[config.mk]
export PLATFORM = sky130hd
export DESIGN_NAME = ctrl_seq
export DESIGN_NICKNAME = d
export VERILOG_FILES = /design/src/rtl/ctrl_seq.sv
export SDC_FILE = /design/constraint.sdc
export NUM_CORES = 1
export LEC_CHECK = 0
export ABC_AREA = 1
export CELL_PAD_IN_SITES_DETAIL_PLACEMENT = 2
export CELL_PAD_IN_SITES_GLOBAL_PLACEMENT = 2
export CORE_MARGIN = 2
export CORE_UTILIZATION = 23
export CTS_CLUSTER_DIAMETER = 30
export DETAILED_ROUTE_END_ITERATION = 8
export PLACE_DENSITY_LB_ADDON = 0.1
export SETUP_SLACK_MARGIN = 0.1
export SLEW_MARGIN = 20
export SYNTH_ARGS = -nofsm -noshare
export SYNTH_HDL_FRONTEND = slang
export SYNTH_SLANG_ARGS = --single-unit
[constraint.sdc]
create_clock -name clk -period 2 [get_ports clk]
set_clock_uncertainty 0.2 [all_clocks]
set_input_delay 0.4 -clock clk [delete_from_list [all_inputs] [get_ports clk]]
set_output_delay 0.4 -clock clk [all_outputs]
set_load 0.005 [all_outputs]
[src/rtl/ctrl_seq.sv]
// Sequenced RV32I control unit: opcode decode plus an EXEC/MEM/WB machine for LOAD/STORE.
// Optional feature macro CTRL_MEM_ACK_EN: memory accesses end on mem_ack instead of a fixed latency.
module ctrl_seq #(
  parameter int LOAD_LAT  = 2,
  parameter int STORE_LAT = 1,
  parameter int CNT_W     = 4
) (
  input  logic       clk,
  input  logic       rst,
  input  logic [4:0] opcode,
  input  logic [2:0] func3,
  input  logic [6:0] func7,
  input  logic       b,
  input  logic       mem_ack,
  output logic [2:0] imm_type,
  output logic       alu1_sel,
  output logic       alu2_sel,
  output logic [3:0] alu_op,
  output logic [1:0] rd_sel,
  output logic       reg_wr,
  output logic [1:0] pc_sel,
  output logic       pc_en,
  output logic       mem_rd,
  output logic       mem_wr,
  output logic       illegal
);

  localparam logic [4:0] OPC_OP     = 5'b01100;
  localparam logic [4:0] OPC_OP_IMM = 5'b00100;
  localparam logic [4:0] OPC_LOAD   = 5'b00000;
  localparam logic [4:0] OPC_STORE  = 5'b01000;
  localparam logic [4:0] OPC_LUI    = 5'b01101;
  localparam logic [4:0] OPC_JAL    = 5'b11011;
  localparam logic [4:0] OPC_JALR   = 5'b11001;
  localparam logic [4:0] OPC_BRANCH = 5'b11000;

  typedef enum logic [1:0] {EXEC, MEM, WB} state_t;

  state_t     state, state_nxt;
  logic [7:0] op_q;
  logic       mem_done;

  logic [4:0] opc_d;
  logic [2:0] f3_d;
  logic       f7b_d, b_d;

  logic [2:0] imm_c;
  logic       alu1_c, alu2_c, wr_ok, ill_c, is_load, is_store;
  logic [3:0] aop_c;
  logic [1:0] rd_c, ps_c;
  logic       reg_wr_c, pc_en_c, mem_rd_c, mem_wr_c;

  // Outside EXEC the latched LOAD/STORE drives decode; live inputs are ignored.
  always_comb begin
    opc_d = op_q[7:3];
    f3_d  = op_q[2:0];
    f7b_d = 1'b0;
    b_d   = 1'b0;
    if (state == EXEC) begin
      opc_d = opcode;
      f3_d  = func3;
      f7b_d = func7[5];
      b_d   = b;
    end
  end

  always_comb begin
    imm_c    = 3'b000;
    alu1_c   = 1'b0;
    alu2_c   = 1'b0;
    aop_c    = 4'b0000;
    rd_c     = 2'b00;
    ps_c     = 2'b00;
    wr_ok    = 1'b0;
    ill_c    = 1'b0;
    is_load  = 1'b0;
    is_store = 1'b0;
    case (opc_d)
      OPC_OP: begin
        aop_c = {f7b_d, f3_d};
        rd_c  = 2'b10;
        wr_ok = 1'b1;
      end
      OPC_OP_IMM: begin
        imm_c  = 3'b100;
        alu2_c = 1'b1;
        aop_c  = {(f3_d == 3'b101) & f7b_d, f3_d};
        rd_c   = 2'b10;
        wr_ok  = 1'b1;
      end
      OPC_LOAD: begin
        imm_c   = 3'b100;
        alu2_c  = 1'b1;
        rd_c    = 2'b11;
        is_load = 1'b1;
      end
      OPC_STORE: begin
        imm_c    = 3'b011;
        alu2_c   = 1'b1;
        is_store = 1'b1;
      end
      OPC_LUI: begin
        imm_c  = 3'b001;
        alu2_c = 1'b1;
        rd_c   = 2'b10;
        wr_ok  = 1'b1;
      end
      OPC_JAL: begin
        imm_c  = 3'b010;
        alu1_c = 1'b1;
        alu2_c = 1'b1;
        rd_c   = 2'b01;
        ps_c   = 2'b10;
        wr_ok  = 1'b1;
      end
      OPC_JALR: begin
        imm_c  = 3'b100;
        alu2_c = 1'b1;
        rd_c   = 2'b01;
        ps_c   = 2'b11;
        wr_ok  = 1'b1;
      end
      OPC_BRANCH: begin
        imm_c  = 3'b101;
        alu1_c = 1'b1;
        alu2_c = 1'b1;
        ps_c   = b_d ? 2'b01 : 2'b00;
      end
      default: ill_c = 1'b1;
    endcase
  end

`ifdef CTRL_MEM_ACK_EN
  logic unused_in;
  assign unused_in = ^{func7[6], func7[4:0]};
  assign mem_done  = mem_ack;
`else
  logic             unused_in;
  logic [CNT_W-1:0] cnt_q;
  logic [CNT_W-1:0] lat_m1;

  assign unused_in = ^{func7[6], func7[4:0], mem_ack};
  assign lat_m1    = is_load ? CNT_W'(LOAD_LAT - 1) : CNT_W'(STORE_LAT - 1);
  assign mem_done  = (state == EXEC) ? (lat_m1 == '0) : (cnt_q == CNT_W'(1));

  always_ff @(posedge clk or negedge rst) begin
    if (!rst)
      cnt_q <= '0;
    else if ((state == EXEC) && (is_load || is_store))
      cnt_q <= lat_m1;
    else if (state == MEM)
      cnt_q <= cnt_q - CNT_W'(1);
  end
`endif

  always_ff @(posedge clk or negedge rst) begin
    if (!rst) begin
      state <= EXEC;
      op_q  <= '0;
    end else begin
      state <= state_nxt;
      if ((state == EXEC) && (is_load || is_store))
        op_q <= {opcode, func3};
    end
  end

  always_comb begin
    state_nxt = state;
    reg_wr_c  = 1'b0;
    pc_en_c   = 1'b0;
    mem_rd_c  = 1'b0;
    mem_wr_c  = 1'b0;
    case (state)
      EXEC: begin
        if (is_load || is_store) begin
          mem_rd_c = is_load;
          mem_wr_c = is_store;
          if (!mem_done)
            state_nxt = MEM;
          else if (is_load)
            state_nxt = WB;
          else
            pc_en_c = 1'b1;
        end else begin
          reg_wr_c = wr_ok;
          pc_en_c  = 1'b1;
        end
      end
      MEM: begin
        mem_rd_c = is_load;
        mem_wr_c = is_store;
        if (mem_done) begin
          if (is_load) begin
            state_nxt = WB;
          end else begin
            pc_en_c   = 1'b1;
            state_nxt = EXEC;
          end
        end
      end
      WB: begin
        reg_wr_c  = 1'b1;
        pc_en_c   = 1'b1;
        state_nxt = EXEC;
      end
      default: state_nxt = EXEC;
    endcase
  end

  // Every output is held low for as long as reset is asserted.
  always_comb begin
    imm_type = '0;
    alu1_sel = 1'b0;
    alu2_sel = 1'b0;
    alu_op   = '0;
    rd_sel   = '0;
    reg_wr   = 1'b0;
    pc_sel   = '0;
    pc_en    = 1'b0;
    mem_rd   = 1'b0;
    mem_wr   = 1'b0;
    illegal  = 1'b0;
    if (rst) begin
      imm_type = imm_c;
      alu1_sel = alu1_c;
      alu2_sel = alu2_c;
      alu_op   = aop_c;
      rd_sel   = rd_c;
      reg_wr   = reg_wr_c;
      pc_sel   = ps_c;
      pc_en    = pc_en_c;
      mem_rd   = mem_rd_c;
      mem_wr   = mem_wr_c;
      illegal  = ill_c;
    end
  end

endmodule
==> results of run 1 <==
critical path, delay by kind of cell (launching register included):
family	cells	cell delay [ns]
buffers and inverters	4	0.60
and+or+nand+nor	6	0.64
DFF	1	0.41
AOI/OAI and AO/OA	1	0.11
registers in the layout, summed over array words and instances, names as in the netlist:
| name | cells |
|---|---|
| cnt_q | 4 |
| op_q | 8 |
| state | 2 |
routing by layer:
| metal | vias up | track usage | routed length [microns] |
|---|---|---|---|
| li1 | 655 | - | - |
| met1 | 647 | 0.214 | 1940 |
| met3 | 8 | 0.0193 | 154 |
| met4 | 0 | 0.0432 | 114 |
| met5 | - | 0 | 0 |
| met2 | 29 | 0.364 | 2770 |
cell families (layout without fill, tap and decap cells):
logic type                 after synthesis  after routing
buffers and inverters                   32            113
AOI/OAI and AO/OA                       23             23
DFF                                     14             14
adders and majority gates                2              2
xor gates and xnor gates                 2              2
and+or+nand+nor                         85             85
cells in the mapped netlist (3+ instances only):
library cell   n
nor2_1        14
nand4_1        3
nor2_4         4
nand2_2        6
nand2_1       43
nand2_4        3
a21oi_1        4
nand3_1        6
inv_1         26
dfrtp_1       14
o21ai_0       11
timing repair:
action                                  in CTS  in global routing
endpoints found under the setup margin      27                 31
setup buffers                               21                  4
pin swaps                                   31                 12
resized for setup                          132                 39
through the flow:
stage	instances	setup TNS, ns	setup WS [ns]	utilization
detailed placement	265	-15.05	-0.848	0.352
floorplan	158	0	0.0558	-
global route	293	-12.50	-0.703	0.463
global placement	265	-12.95	-0.774	0.352
finish	293	-9.64	-0.625	0.463
CTS	289	-8.59	-0.539	0.434
worst max path at each step:
stage                end  slack (ns)  depth (start not counted)
6_report          reg_wr       -0.62                         11
5_1_grt        alu_op[1]       -0.70                         10
4_1_cts           reg_wr       -0.54                         13
3_5_place_dp       pc_en       -0.85                         10
3_3_place_gp      reg_wr       -0.77                         10
2_1_floorplan   alu2_sel        0.06                         11
power groups by stage:
| stage | registers, mW | logic, mW | clock network (mW) |
|---|---|---|---|
| 2_1_floorplan | 0.423 | 0.852 | 0 |
| 3_3_place_gp | 0.428 | 1.49 | 0 |
| 3_5_place_dp | 0.431 | 1.57 | 0 |
| 4_1_cts | 0.426 | 2.12 | 0.287 |
| 5_1_grt | 0.446 | 2.65 | 0.302 |
| 6_report | 0.434 | 2.45 | 0.285 |
area by class of cell:
type	instances	area [sq um]
repair buffers	80	674
inverters	29	120
well taps	54	67.6
flip-flops and latches	14	352
fillers	527	2500
multi-input cells	112	891
clock buffers	4	55.1
==> impl_metrics.yaml, run 1 <==
sta:
  finalCritPeriodShare: 1.31
  timing.final.hold_violations: 0
  finalSetupViolCount: 22
  post-route-min-period_ns: 2.62
  tightestPinTransition_ns: 0.343
  max_freq_mhz: 381
  hold_ws_ns: 0.302
  finalWorstSetupSlack_ns: -0.625
  max-slew-margin-rel: 0.769
  rsz0062_at_grt: "yes"
  drv_slew: 0
yosys:
  synthArstFlopShare: 1.00
  yosysTopAreaCellShare: 0.321
  yosys_warnings: 0
  synthSimpleGateAreaFrac: 0.391
  synthCells: 158
  ys_ff_latch: 14
  netlist_area_sq_um: 1090
  synth_top_family_by_area: "simple AND/OR/NAND/NOR gates"
  synth_area_leaders: "dfrtp_1 32%, nand2_1 15%, inv_1 8.9%, o21ai_0 5.0%, nor2_1 4.8%"
  avgSynthCellArea_sq_um: 6.91
  ys.flop_type: "dfrtp_1"
  synth_compound_area_frac: 0.124
  syn_nets: 179
  synthMuxAreaShare: 0
  yosysSeqAreaShare: 0.321
  synth_edf_count: 0
  synth_xor_area_frac: 0.0161
  synth_fa_ha_area_frac: 0.0229
  synth_top_area_cell: "dfrtp_1"
  yosys.cell_types.count: 29
global_route:
  groute.usage.overall: 0.186
  grt_max_degree: 11
  grt_pass1_wl_microns: 7580
  antenna_found_initial: 0
  grt.overflow.total: 0
  first_global_vias: 1516
setup_path:
  setup.worst_path.class: "flop to primary output"
  cp-end-kind: "primary output"
  r2r_cells: 15
  crit_path_top_delay_cell: "dfrtp_1"
  r2r_start: "state[0]$_DFFE_PN0P_"
  crit_fanout: 8
  startpoint_type: "flop"
  crit_start: "state[0]$_DFFE_PN0P_"
  cp.arrival_ns: 2.02
  required_ns: 1.40
  r2r_slack_ns: -0.10
  crit_path_max_incr_delay_ns: 0.41
  regToRegEndpoint: "cnt_q[0]$_DFFE_PN0P_"
  path_cells: "buf_6, nor2_4, buf_12, nand2_1, nand2_4, nand4_1, buf_4, nand3_2, nand2_2, a21oi_2, buf_2"
hold_path:
  whs_endpoint: "op_q[7]$_DFFE_PN0P_"
  hold_path.class: "flop to flop"
  hold_path_depth: 2
  hold_start: "op_q[7]$_DFFE_PN0P_"
drt:
  drtPass1Iterations: 4
  wl_per_cell_microns: 17.0
  route.detailed.drc: 0
  drt_iter0_drc: 18
  vias: 1339
  vias_per_cell: 4.57
  wirelength_microns: 4980
  ant_nets: 0
final_layout:
  final_common_cell: "buf_4"
  drive_gt1_frac: 0.632
  n_antenna_cell: 0
  final_net_count: 261
  final_cell_mix: "36 x buf_4, 21 x nand2_2, 19 x inv_1"
  area_delta_synth_final_pct: 97.9
  design_area_sq_um: 2160
power_and_ir_drop:
  ir_drop_mv: 0.649
  swShare: 0.466
  comb_power_share: 0.773
  power_density_nw_per_um2: 1470
  power.internal_mw: 1.69
  leakagePower_nw: 1.09
  power_mw: 3.17
  power_frac_seq: 0.137
  clockPowerShare: 0.090
  switching_power_mw: 1.48
clock_tree:
  cts_buffers: 3
  clock_sink_count: 14
  hold_buffers: 0
  htree_levels: 1
  tritoncts: "done"
  cts_buffer_depth: 2
  clk_pin_slew_ns: 0.06
  clkLatencyLatePin_ns: 0.25
  cts_root_buffer: "clkbuf_8"
placement:
  gp_congestion: 0.733
  hpwl_microns: 3090
  placed_area_sq_um: 1640
  port_buffers: 29
job:
  maxCapViolCount: 0
floorplanning:
  rows: 25
  io_pins: 37
  initial_core_util: 0.234
  die_h_microns: 72.9
  dieArea_sq_um: 5310
  die_w_microns: 72.9
  coreArea_sq_um: 4660
outcome:
  failed_checks: "negative setup slack"
  outcome: "finished, violations left"
No activity file was read; power rests on OpenSTA's default activity.
==> run 2: changes to the inputs <==
ABC_AREA = default   (was 1)
CELL_PAD_IN_SITES_DETAIL_PLACEMENT = default   (was 2)
CELL_PAD_IN_SITES_GLOBAL_PLACEMENT = default   (was 2)
CORE_UTILIZATION = 45   (was 23)
PLACE_DENSITY = 0.79   (was default)
PLACE_DENSITY_LB_ADDON = default   (was 0.1)
==> impl_metrics.yaml, run 2 <==
outcome:
  outcome: "stopped before the end"
  haltStage: "clock tree synthesis (4_1_cts)"
  firstError: "[ERROR DPL-0033] detailed placement checks failed during check placement."
placement:
  gp_congestion: 0.912
  hpwl_microns: 2620
  pre_cts_ws_ns: -1.15
  placed_area_sq_um: 1760
  port_buffers: 29
yosys:
  avgSynthCellArea_sq_um: 8.31
  yosysTopAreaCellShare: 0.319
  synth_top_area_cell: "dfrtp_1"
  netlist_area_sq_um: 1100
  yosysSeqAreaShare: 0.319
  ys_ff_latch: 14
  ys.flop_type: "dfrtp_1"
  yosys.cell_types.count: 44
  synthCells: 132
  synth_most_common_cell: "nand2_1"
  synth_area_leaders: "dfrtp_1 32%, nand2_1 6.8%, a21oi_1 4.6%, mux2i_1 4.6%, and2_2 3.4%"
  syn_nets: 153
  synthArstFlopShare: 1.00
  yosys_warnings: 0
  synth_common_cells: "20 x nand2_1, 14 x dfrtp_1, 10 x a21oi_1"
  synth_edf_count: 0
floorplanning:
  initial_core_util: 0.487
  die_w_microns: 53.4
  rows: 17
  die_h_microns: 53.4
  io_pins: 37
clock_tree:
  cts.repair.resized: 142
  clock_sink_count: 14
  post-cts-setup-buffer-count: 32
  cts_buffer_depth: 2
  htree_levels: 1
  hold_buffers: 0
  cts_buffers: 3
  cts_root_buffer: "clkbuf_4"
-- run 2: kinds of logic after synthesis --
group,share of synthesized area
and+or+nand+nor,0.294
AOI/OAI and AO/OA,0.180
DFF,0.319
buffers and inverters,0.0661
muxes,0.0935
xor gates and xnor gates,0.0239
adders and majority gates,0.0228
-- run 2: through the flow --
stage               utilization  hold WS, ns  cells  TNS [ns]
floorplan                     -      -0.0956    132     -2.70
detailed placement        0.780        0.300    218    -24.72
global placement          0.780        0.279    218    -23.36
==> run 3: changes to the inputs <==
CORE_AREA = 2 2 63 65   (was default)
CORE_MARGIN = default   (was 2)
CORE_UTILIZATION = default   (was 45)
CTS_CLUSTER_DIAMETER = default   (was 30)
DIE_AREA = 0 0 65 67   (was default)
PLACE_DENSITY = default   (was 0.79)
PLACE_DENSITY_LB_ADDON = 0.15   (was default)
SETUP_SLACK_MARGIN = default   (was 0.1)
==> impl_metrics.yaml, run 3 <==
sta:
  finalWorstSetupSlack_ns: -0.715
  finalCritPeriodShare: 1.36
  finalSetupViolCount: 32
  drv_slew: 0
  rsz0062_at_grt: "yes"
  max-slew-margin-rel: 0.762
  post-route-min-period_ns: 2.71
  tightestPinTransition_ns: 0.357
  max_freq_mhz: 368
  timing.final.hold_violations: 0
setup_path:
  cp-end-kind: "primary output"
  endpoint: "pc_en"
  required_ns: 1.40
  startpoint_type: "flop"
  r2r_slack_ns: -0.40
  crit_start: "state[0]$_DFFE_PN0P_"
  r2r_cells: 7
  regToRegEndpoint: "op_q[6]$_DFFE_PN0P_"
  cp.arrival_ns: 2.11
  r2r_start: "state[0]$_DFFE_PN0P_"
  setup.worst_path.class: "flop to primary output"
  crit_fanout: 5
power_and_ir_drop:
  power_frac_seq: 0.163
  clockPowerShare: 0.097
  comb_power_share: 0.740
  power_mw: 2.79
  leakagePower_nw: 1.03
  swShare: 0.390
  power.internal_mw: 1.70
  ir_drop_mv: 0.699
  power_density_nw_per_um2: 1280
  switching_power_mw: 1.09
final_layout:
  design_area_sq_um: 2180
  largest_register: "op_q"
  final_cell_mix: "44 x buf_4, 20 x buf_6, 15 x buf_2"
  fillCellCount: 316
  area_delta_synth_final_pct: 99.0
  regArea_sq_um: 352
  drive_gt1_frac: 0.638
  largest_reg_flops: 8
  final_common_cell: "buf_4"
  largestRegisters: "op_q x8, cnt_q x4, state x2"
  final_net_count: 243
  n_antenna_cell: 0
  multiInputGateArea_sq_um: 940
clock_tree:
  htree_levels: 1
  clkLatencyLatePin_ns: 0.24
  hold_buffers: 0
  cts_buffer_depth: 2
  clock_sink_count: 14
  cts_buffers: 3
  clk_pin_slew_ns: 0.06
  tritoncts: "done"
  cts_root_buffer: "clkbuf_8"
drt:
  top_layer: "met4"
  wl_met3_microns: 120
  route.detailed.drc: 0
  vias: 1369
  wl_met1_microns: 1720
  vias_per_cell: 5.09
  wirelength_microns: 4070
  ant_nets: 0
  wl_per_cell_microns: 15.1
  drtPass1Iterations: 4
  met2WireLength_microns: 2120
  drt_iter0_drc: 62
yosys:
  yosys.cell_types.count: 44
  synthMuxAreaShare: 0.0935
  synth_fa_ha_area_frac: 0.0228
  synth_compound_area_frac: 0.180
  synth_edf_count: 0
  ys_ff_latch: 14
  synth_top_family_by_area: "simple AND/OR/NAND/NOR gates"
  syn_nets: 153
  synthArstFlopShare: 1.00
  synth_xor_area_frac: 0.0239
  synthCells: 132
  netlist_area_sq_um: 1100
  ys.flop_type: "dfrtp_1"
  yosysSeqAreaShare: 0.319
  synth_top_area_cell: "dfrtp_1"
  synth_most_common_cell: "nand2_1"
  synthSimpleGateAreaFrac: 0.294
  yosysTopAreaCellShare: 0.319
  synth_common_cells: "20 x nand2_1, 14 x dfrtp_1, 10 x a21oi_1"
  avgSynthCellArea_sq_um: 8.31
  yosys_warnings: 0
  synth_area_leaders: "dfrtp_1 32%, nand2_1 6.8%, a21oi_1 4.6%, mux2i_1 4.6%, and2_2 3.4%"
global_route:
  grt_max_degree: 15
  first_global_vias: 1394
  grt_pass1_wl_microns: 6490
  antenna_found_initial: 0
  grt.overflow.total: 0
  groute.usage.overall: 0.193
placement:
  hpwl_microns: 2650
  pre_cts_ws_ns: -1.11
  gp_congestion: 0.877
  placed_area_sq_um: 1810
  port_buffers: 29
outcome:
  outcome: "finished, violations left"
  failed_checks: "negative setup slack"
floorplanning:
  coreArea_sq_um: 3610
  initial_core_util: 0.304
  dieArea_sq_um: 4360
  io_pins: 37
  rows: 22
  die_h_microns: 67
  die_w_microns: 65
hold_path:
  hold_path_depth: 1
  hold_path.class: "flop to flop"
job:
  maxCapViolCount: 0
## run 3: cell counts after synthesis
No cell type changed its count.
## run 3: area by class of cell
cell class,instances,area share
multi-input cells,105,0.430
inverters,6,0.0103
well taps,48,0.0275
repair buffers,92,0.346
clock buffers,4,0.0252
flip-flops and latches,14,0.161
## run 3: logic make-up (layout without fill, tap and decap cells)
logic type,count (synthesis),count (layout)
adder cells (fa/ha/maj),2,2
flip-flops,14,14
XOR/XNOR,3,3
buffers and inverters,13,102
AO/OA/AOI/OAI,31,31
AND/OR/NAND/NOR,60,60
multiplexers,9,9
## run 3: worst min path at each step
stage,startpoint,end,slack (ns)
global route,op_q[0]$_DFFE_PN0P_,op_q[0]$_DFFE_PN0P_,0.33
global placement,op_q[1]$_DFFE_PN0P_,op_q[1]$_DFFE_PN0P_,0.27
finish,op_q[0]$_DFFE_PN0P_,op_q[0]$_DFFE_PN0P_,0.31
CTS,op_q[0]$_DFFE_PN0P_,op_q[0]$_DFFE_PN0P_,0.31
detailed placement,op_q[1]$_DFFE_PN0P_,op_q[1]$_DFFE_PN0P_,0.29
floorplan,rst,cnt_q[0]$_DFFE_PN0P_,-0.1
## run 3: per-layer routing
metal,vias up,GRT usage
met4,0,0.0691
li1,655,-
met1,672,0.233
met3,10,0.0236
met5,-,0
met2,32,0.349
## run 3: power groups by stage
stage | Combinational [mW] | Clock [mW] | Sequential (mW)
floorplan | 0.868 | 0 | 0.436
global placement | 1.50 | 0 | 0.450
detailed placement | 1.52 | 0 | 0.454
CTS | 1.97 | 0.278 | 0.455
global route | 2.22 | 0.293 | 0.468
finish | 2.07 | 0.271 | 0.456
## run 3: worst max-delay path, cell delays in order, from the launching register on
cell     delay (ns)
dfrtp_2        0.46
buf_6          0.14
or4_4          0.48
o31ai_4        0.08
and3_4         0.24
buf_6          0.11
nand2_4        0.05
o211a_1        0.20
buf_2          0.12
## run 3: what timing repair did
| action | in CTS | in global routing |
|---|---|---|
| buffers inserted | 22 | 4 |
| pin swaps | 28 | 6 |
| setup endpoints to repair | 32 | 32 |
| gates resized for setup | 124 | 10 |
## run 3: through the flow
stage / setup TNS [ns] / hold WS [ns] / utilization / std cells
2_1_floorplan: -2.92 / -0.0956 / - / 132
3_3_place_gp: -23.80 / 0.268 / 0.502 / 242
3_5_place_dp: -24.36 / 0.290 / 0.502 / 242
4_1_cts: -13.24 / 0.313 / 0.589 / 266
5_1_grt: -16.97 / 0.333 / 0.605 / 269
6_report: -14.83 / 0.312 / 0.605 / 269
==> run 4: changes to the inputs <==
CTS_CLUSTER_DIAMETER = 200   (was default)
clock period = 2.62 ns   (was 2 ns; I/O delays follow)
==> impl_metrics.yaml, run 4 (synthesis results as in run 3) <==
floorplanning:
  die_w_microns: 65
  dieArea_sq_um: 4360
  io_pins: 37
  die_h_microns: 67
  rows: 22
  coreArea_sq_um: 3610
  initial_core_util: 0.304
final_layout:
  regArea_sq_um: 353
  final_common_cell: "buf_4"
  design_area_sq_um: 2180
  area_delta_synth_final_pct: 98.7
  n_antenna_cell: 0
  final_net_count: 243
  final_util: 0.605
  finalNonFillerCells: 268
  drive_gt1_frac: 0.623
  final_cell_mix: "40 x buf_4, 24 x buf_6, 15 x buf_2"
  multiInputGateArea_sq_um: 931
  largest_register: "op_q"
  largest_reg_flops: 8
  largestRegisters: "op_q x8, cnt_q x4, state x2"
  fillCellCount: 321
sta:
  finalWorstSetupSlack_ns: -0.256
  rsz0062_at_grt: "yes"
  max_freq_mhz: 348
  finalCritPeriodShare: 1.10
  drv_slew: 0
  tightestPinTransition_ns: 0.383
  final.setup.tns_ns: -1.92
  max-slew-margin-rel: 0.745
  timing.final.hold_violations: 0
  finalSetupViolCount: 16
  post-route-min-period_ns: 2.88
  hold_ws_ns: 0.287
clock_tree:
  cts_root_buffer: "clkbuf_8"
  clock_sink_count: 14
  clk_pin_slew_ns: 0.06
  clkLatencyLatePin_ns: 0.25
  hold_buffers: 0
  cts_buffer_depth: 2
  htree_levels: 1
  cts_buffers: 3
  tritoncts: "done"
setup_path:
  setup.worst_path.class: "flop to primary output"
  crit_fanout: 4
  required_ns: 1.90
  startpoint_type: "flop"
  cp-end-kind: "primary output"
  cp.arrival_ns: 2.15
placement:
  pre_cts_ws_ns: -0.916
  dp_cells: 239
  gp_congestion: 0.830
  hpwl_microns: 2500
  placed_area_sq_um: 1690
  port_buffers: 29
hold_path:
  hold_path.class: "flop to flop"
drt:
  route.detailed.drc: 0
  drt_iter0_drc: 31
  vias_per_cell: 5.03
  wirelength_microns: 4110
  ant_nets: 0
  wl_per_cell_microns: 15.3
  vias: 1348
  drtPass1Iterations: 4
power_and_ir_drop:
  power_density_nw_per_um2: 1020
  leakagePower_nw: 1.04
  ir_drop_mv: 0.639
  power_mw: 2.23
job:
  maxCapViolCount: 0
outcome:
  failed_checks: "negative setup slack"
  outcome: "finished, violations left"
global_route:
  grt_max_degree: 13
  grt_pass1_wl_microns: 6110
  antenna_found_initial: 0
  groute.usage.overall: 0.182
  grt.overflow.total: 0
  first_global_vias: 1392
-- run 4: cell type report --
class,count,share of cell area
repair buffers,92,0.355
multi-input cells,105,0.427
clock buffers,3,0.0189
flip-flops and latches,14,0.162
well taps,48,0.0275
inverters,6,0.0103
-- run 4: timing repair --
action,CTS,global route
setup buffers,19,11
resized for setup,127,34
setup endpoints to repair,18,18
pin swaps,24,16
-- run 4: report_power, final --
group	internal [mW]	switching (mW)	leakage (nW)
combinational	0.986	0.712	0.841
sequential	0.291	0.0636	0.175
clock	0.102	0.0729	0.0216
-- run 4: critical path, cell delays in order (launching register included) --
cell      delay (ns)
dfrtp_2         0.45
buf_6           0.14
buf_4           0.14
o211ai_1        0.33
o21ai_4         0.12
buf_6           0.14
and2_1          0.16
o311a_1         0.29
buf_2           0.13
-- run 4: worst paths after layout --
path                                 startpoint                    to  slack [ns]  cells after the start
min                         op_q[1]$_DFFE_PN0P_   op_q[1]$_DFFE_PN0P_        0.29                      2
max reg2reg                state[1]$_DFFE_PN0P_   op_q[2]$_DFFE_PN0P_        0.23                      5
min reg2reg                 op_q[1]$_DFFE_PN0P_   op_q[1]$_DFFE_PN0P_        0.29                      2
max                        state[1]$_DFFE_PN0P_                reg_wr       -0.26                      8
max in group asynchronous                   rst  cnt_q[1]$_DFFE_PN0P_        1.41                      2
min in group asynchronous                   rst  state[1]$_DFFE_PN0P_        0.64                      2
-- run 4: metal layers --
metal / routed length (microns) / global-route usage
met5: 0 / 0
met4: 163 / 0.0957
met3: 178 / 0.0270
met2: 2070 / 0.321
met1: 1700 / 0.212
==> edit, RTL diff (flow settings as in run 3) <==
`CNT_W`: 4 -> 6.
--- a/src/rtl/ctrl_seq.sv
+++ b/src/rtl/ctrl_seq.sv
@@ -3,7 +3,7 @@
 module ctrl_seq #(
   parameter int LOAD_LAT  = 2,
   parameter int STORE_LAT = 1,
-  parameter int CNT_W     = 4
+  parameter int CNT_W     = 6
 ) (
   input  logic       clk,
   input  logic       rst,
Function: same outputs for any inputs over 10 cycles, from zero or initial values and one cycle with rst low; that may be too few to reach the edited logic, so the function may still have changed.
==> edit against run 3 <==
  * The flow still finishes with violations (setup timing)
  * Setup slack got worse by 0.25 ns
  * Cell area increased by 16%
  * Sequential cell count increased by 2
  * Sequential share of layout area decreased by 0.24 points
  * Area after synthesis increased by 5.4%
  * Total power increased by 17%
  * Non-clock buffer count increased by 27
  * Wire length increased by 26%
  * Core utilization increased by 9.9 points
  * Largest cell class is now non-clock buffers
==> edit: results (changes against run 3) <==
synthesis:
  ys_async_sr_fraction_pct: 100  # unchanged
  synth-adder-area-share_pct: 2.16  # was 2.28%
  synth_commonest_cells: "sky130_fd_sc_hd__dfrtp_1 (16), sky130_fd_sc_hd__nor2_1 (14), sky130_fd_sc_hd__nand2_1 (13)"  # was sky130_fd_sc_hd__nand2_1 (20), sky130_fd_sc_hd__dfrtp_1 (14), sky130_fd_sc_hd__a21oi_1 (10)
  syn_nets: 161  # was 153
  muxShareOfSynthArea_pct: 6.49  # was 9.35%
  synth-compound-area-share_pct: 18.3  # was 18.0%
  yosys-top-cells-area: "sky130_fd_sc_hd__dfrtp_1 (35%), sky130_fd_sc_hd__nor3_1 (5.2%), sky130_fd_sc_hd__nor2_1 (4.5%)"  # was sky130_fd_sc_hd__dfrtp_1 (32%), sky130_fd_sc_hd__nand2_1 (6.8%), sky130_fd_sc_hd__a21oi_1 (4.6%)
  yosysSeqAreaShare_pct: 34.6  # was 31.9%
  synth_xor_area_share_pct: 2.27  # was 2.39%
setup_path:
  cpMaxStageDelayCell: "sky130_fd_sc_hd__or4b_4"  # was sky130_fd_sc_hd__or4_4
  reg2regPathDepth: 9  # was 7
  worst_setup_path_startpoint: "state[1]"  # was state[0]
  ff2ff_setup_slack_ns: -0.51  # was -0.40 ns
  critPathArrivalTime_ns: 2.37  # was 2.11 ns
  crit_path_max_fanout: 4  # was 5
  crit-reg2reg-capture: "cnt_q[0]"  # was op_q[6]
  peak_per_stage_delay_on_the_critical_path_ns: 0.50  # was 0.48 ns
placement:
  placer_congestion_estimate: 0.836  # was 0.877
  hpwlAfterDp_um: 3070  # was 2650 um
  cell_count_after_placement: 260  # was 242
power_and_ir_drop:
  irDropWorstVdd_v: 0.000734  # was 0.000699 V
  power_leakage_uw: 0.00121  # was 0.00103 uW
timing:
  final-setup-viol-count: 34  # was 32
  postLayoutSetupSlackWorst_ns: -0.965  # was -0.715 ns
  whs_ns: 0.280  # was 0.312 ns
global_route:
  grt_first_pass_wirelength_um: 7330  # was 6490 um
  first_global_vias: 1576  # was 1,394
  grt_use_total_pct: 22.2  # was 19.3%
  pin_count_of_the_biggest_net_entering_global_routing: 13  # was 15
layout:
  final_nets: 277  # was 243
  final_layout_size_suffix_gt1_share_pct: 62.0  # was 63.8%
  fin_cells: 303  # was 269
  layout.filler_cells: 262  # was 316
  layout_top_registers: "op_q: 8 flops, cnt_q: 6 flops, state: 2 flops"  # was op_q: 8 flops, cnt_q: 4 flops, state: 2 flops
min_path:
  worstHoldPathType: "input port to async pin"  # was flop to flop
routing:
  route.detailed.vias_per_inst: 5.15  # was 5.09
  drtIter0Drc: 63  # was 62
status:
  status: "complete, but fails checks"  # unchanged
  failed_checks: "setup timing"  # unchanged
-- edit: cell types whose count changed after synthesis, sizes merged, moves of 3 or more --
cell           run 3  this run
nor2               5        14
nand2             20        13
and2               7         1
nor3               6        12
inv                6        10
nand2b             1         4
o21ai              6         3
or3                5         2
-- edit: power breakdown --
part	internal (uW)	total [uW]	switching, uW
Combinational	1370	2440	1070
Clock	174	279	105
Sequential	457	548	90.7
-- edit: through the flow --
stage | TNS (ns) | util (%) | total power, uW
2_1_floorplan | -3.82 | - | 1420
3_3_place_gp | -27.96 | 54.9 | 2130
3_5_place_dp | -28.79 | 54.9 | 2180
4_1_cts | -17.97 | 65.9 | 2940
5_1_grt | -19.97 | 70.4 | 3480
6_report | -17.73 | 70.4 | 3270
-- edit: worst max path at each step --
stage / slack [ns] / to
after global placement: -1.44 / pc_en
after detailed placement: -1.46 / pc_en
after floorplan: -0.56 / pc_en
after CTS: -1.00 / pc_en
after global routing: -1.02 / pc_en
final: -0.97 / pc_en
-- edit: what timing repair did --
| item | CTS | global route |
|---|---|---|
| setup buffers | 26 | 15 |
| resized for setup | 104 | 36 |
| endpoints found under the setup margin | 34 | 34 |
| pin swaps | 14 | 13 |
| cloned | 1 | 0 |
-- edit: worst max-delay path: cells and delay by family, from the launching register on --
kind	cells	cell delay, ns
flops	1	0.45
buf+inv	3	0.41
mux	1	0.24
simple gates	4	1.03
-- edit: kinds of logic (layout without fill, tap and decap cells) --
kind of cell / count (synthesis) / in the layout
flip-flops: 16 / 16
AO/OA/AOI/OAI: 31 / 31
AND/OR/NAND/NOR: 63 / 63
XOR/XNOR: 3 / 3
buffers and inverters: 18 / 133
multiplexers: 7 / 7
adder cells (fa/ha/maj): 2 / 2
-- edit: final cells by class --
type	instances	area, um^2	share of cell area, %
multi-input cells	106	956	37.6
repair buffers	119	1030	40.4
flip-flops and latches	16	403	15.9
clock buffers	4	55.1	2.17
well taps	48	60.1	2.36
inverters	10	40.0	1.58
-- edit: routing by layer --
| metal | GRT usage (%) | part of all wire [%] | up-vias |
|---|---|---|---|
| met3 | 2.03 | 2.6 | 22 |
| met4 | 8.24 | 3.9 | 0 |
| li1 | - | - | 735 |
| met2 | 42.0 | 53 | 47 |
| met5 | 0 | 0 | - |
| met1 | 25.8 | 40 | 755 |
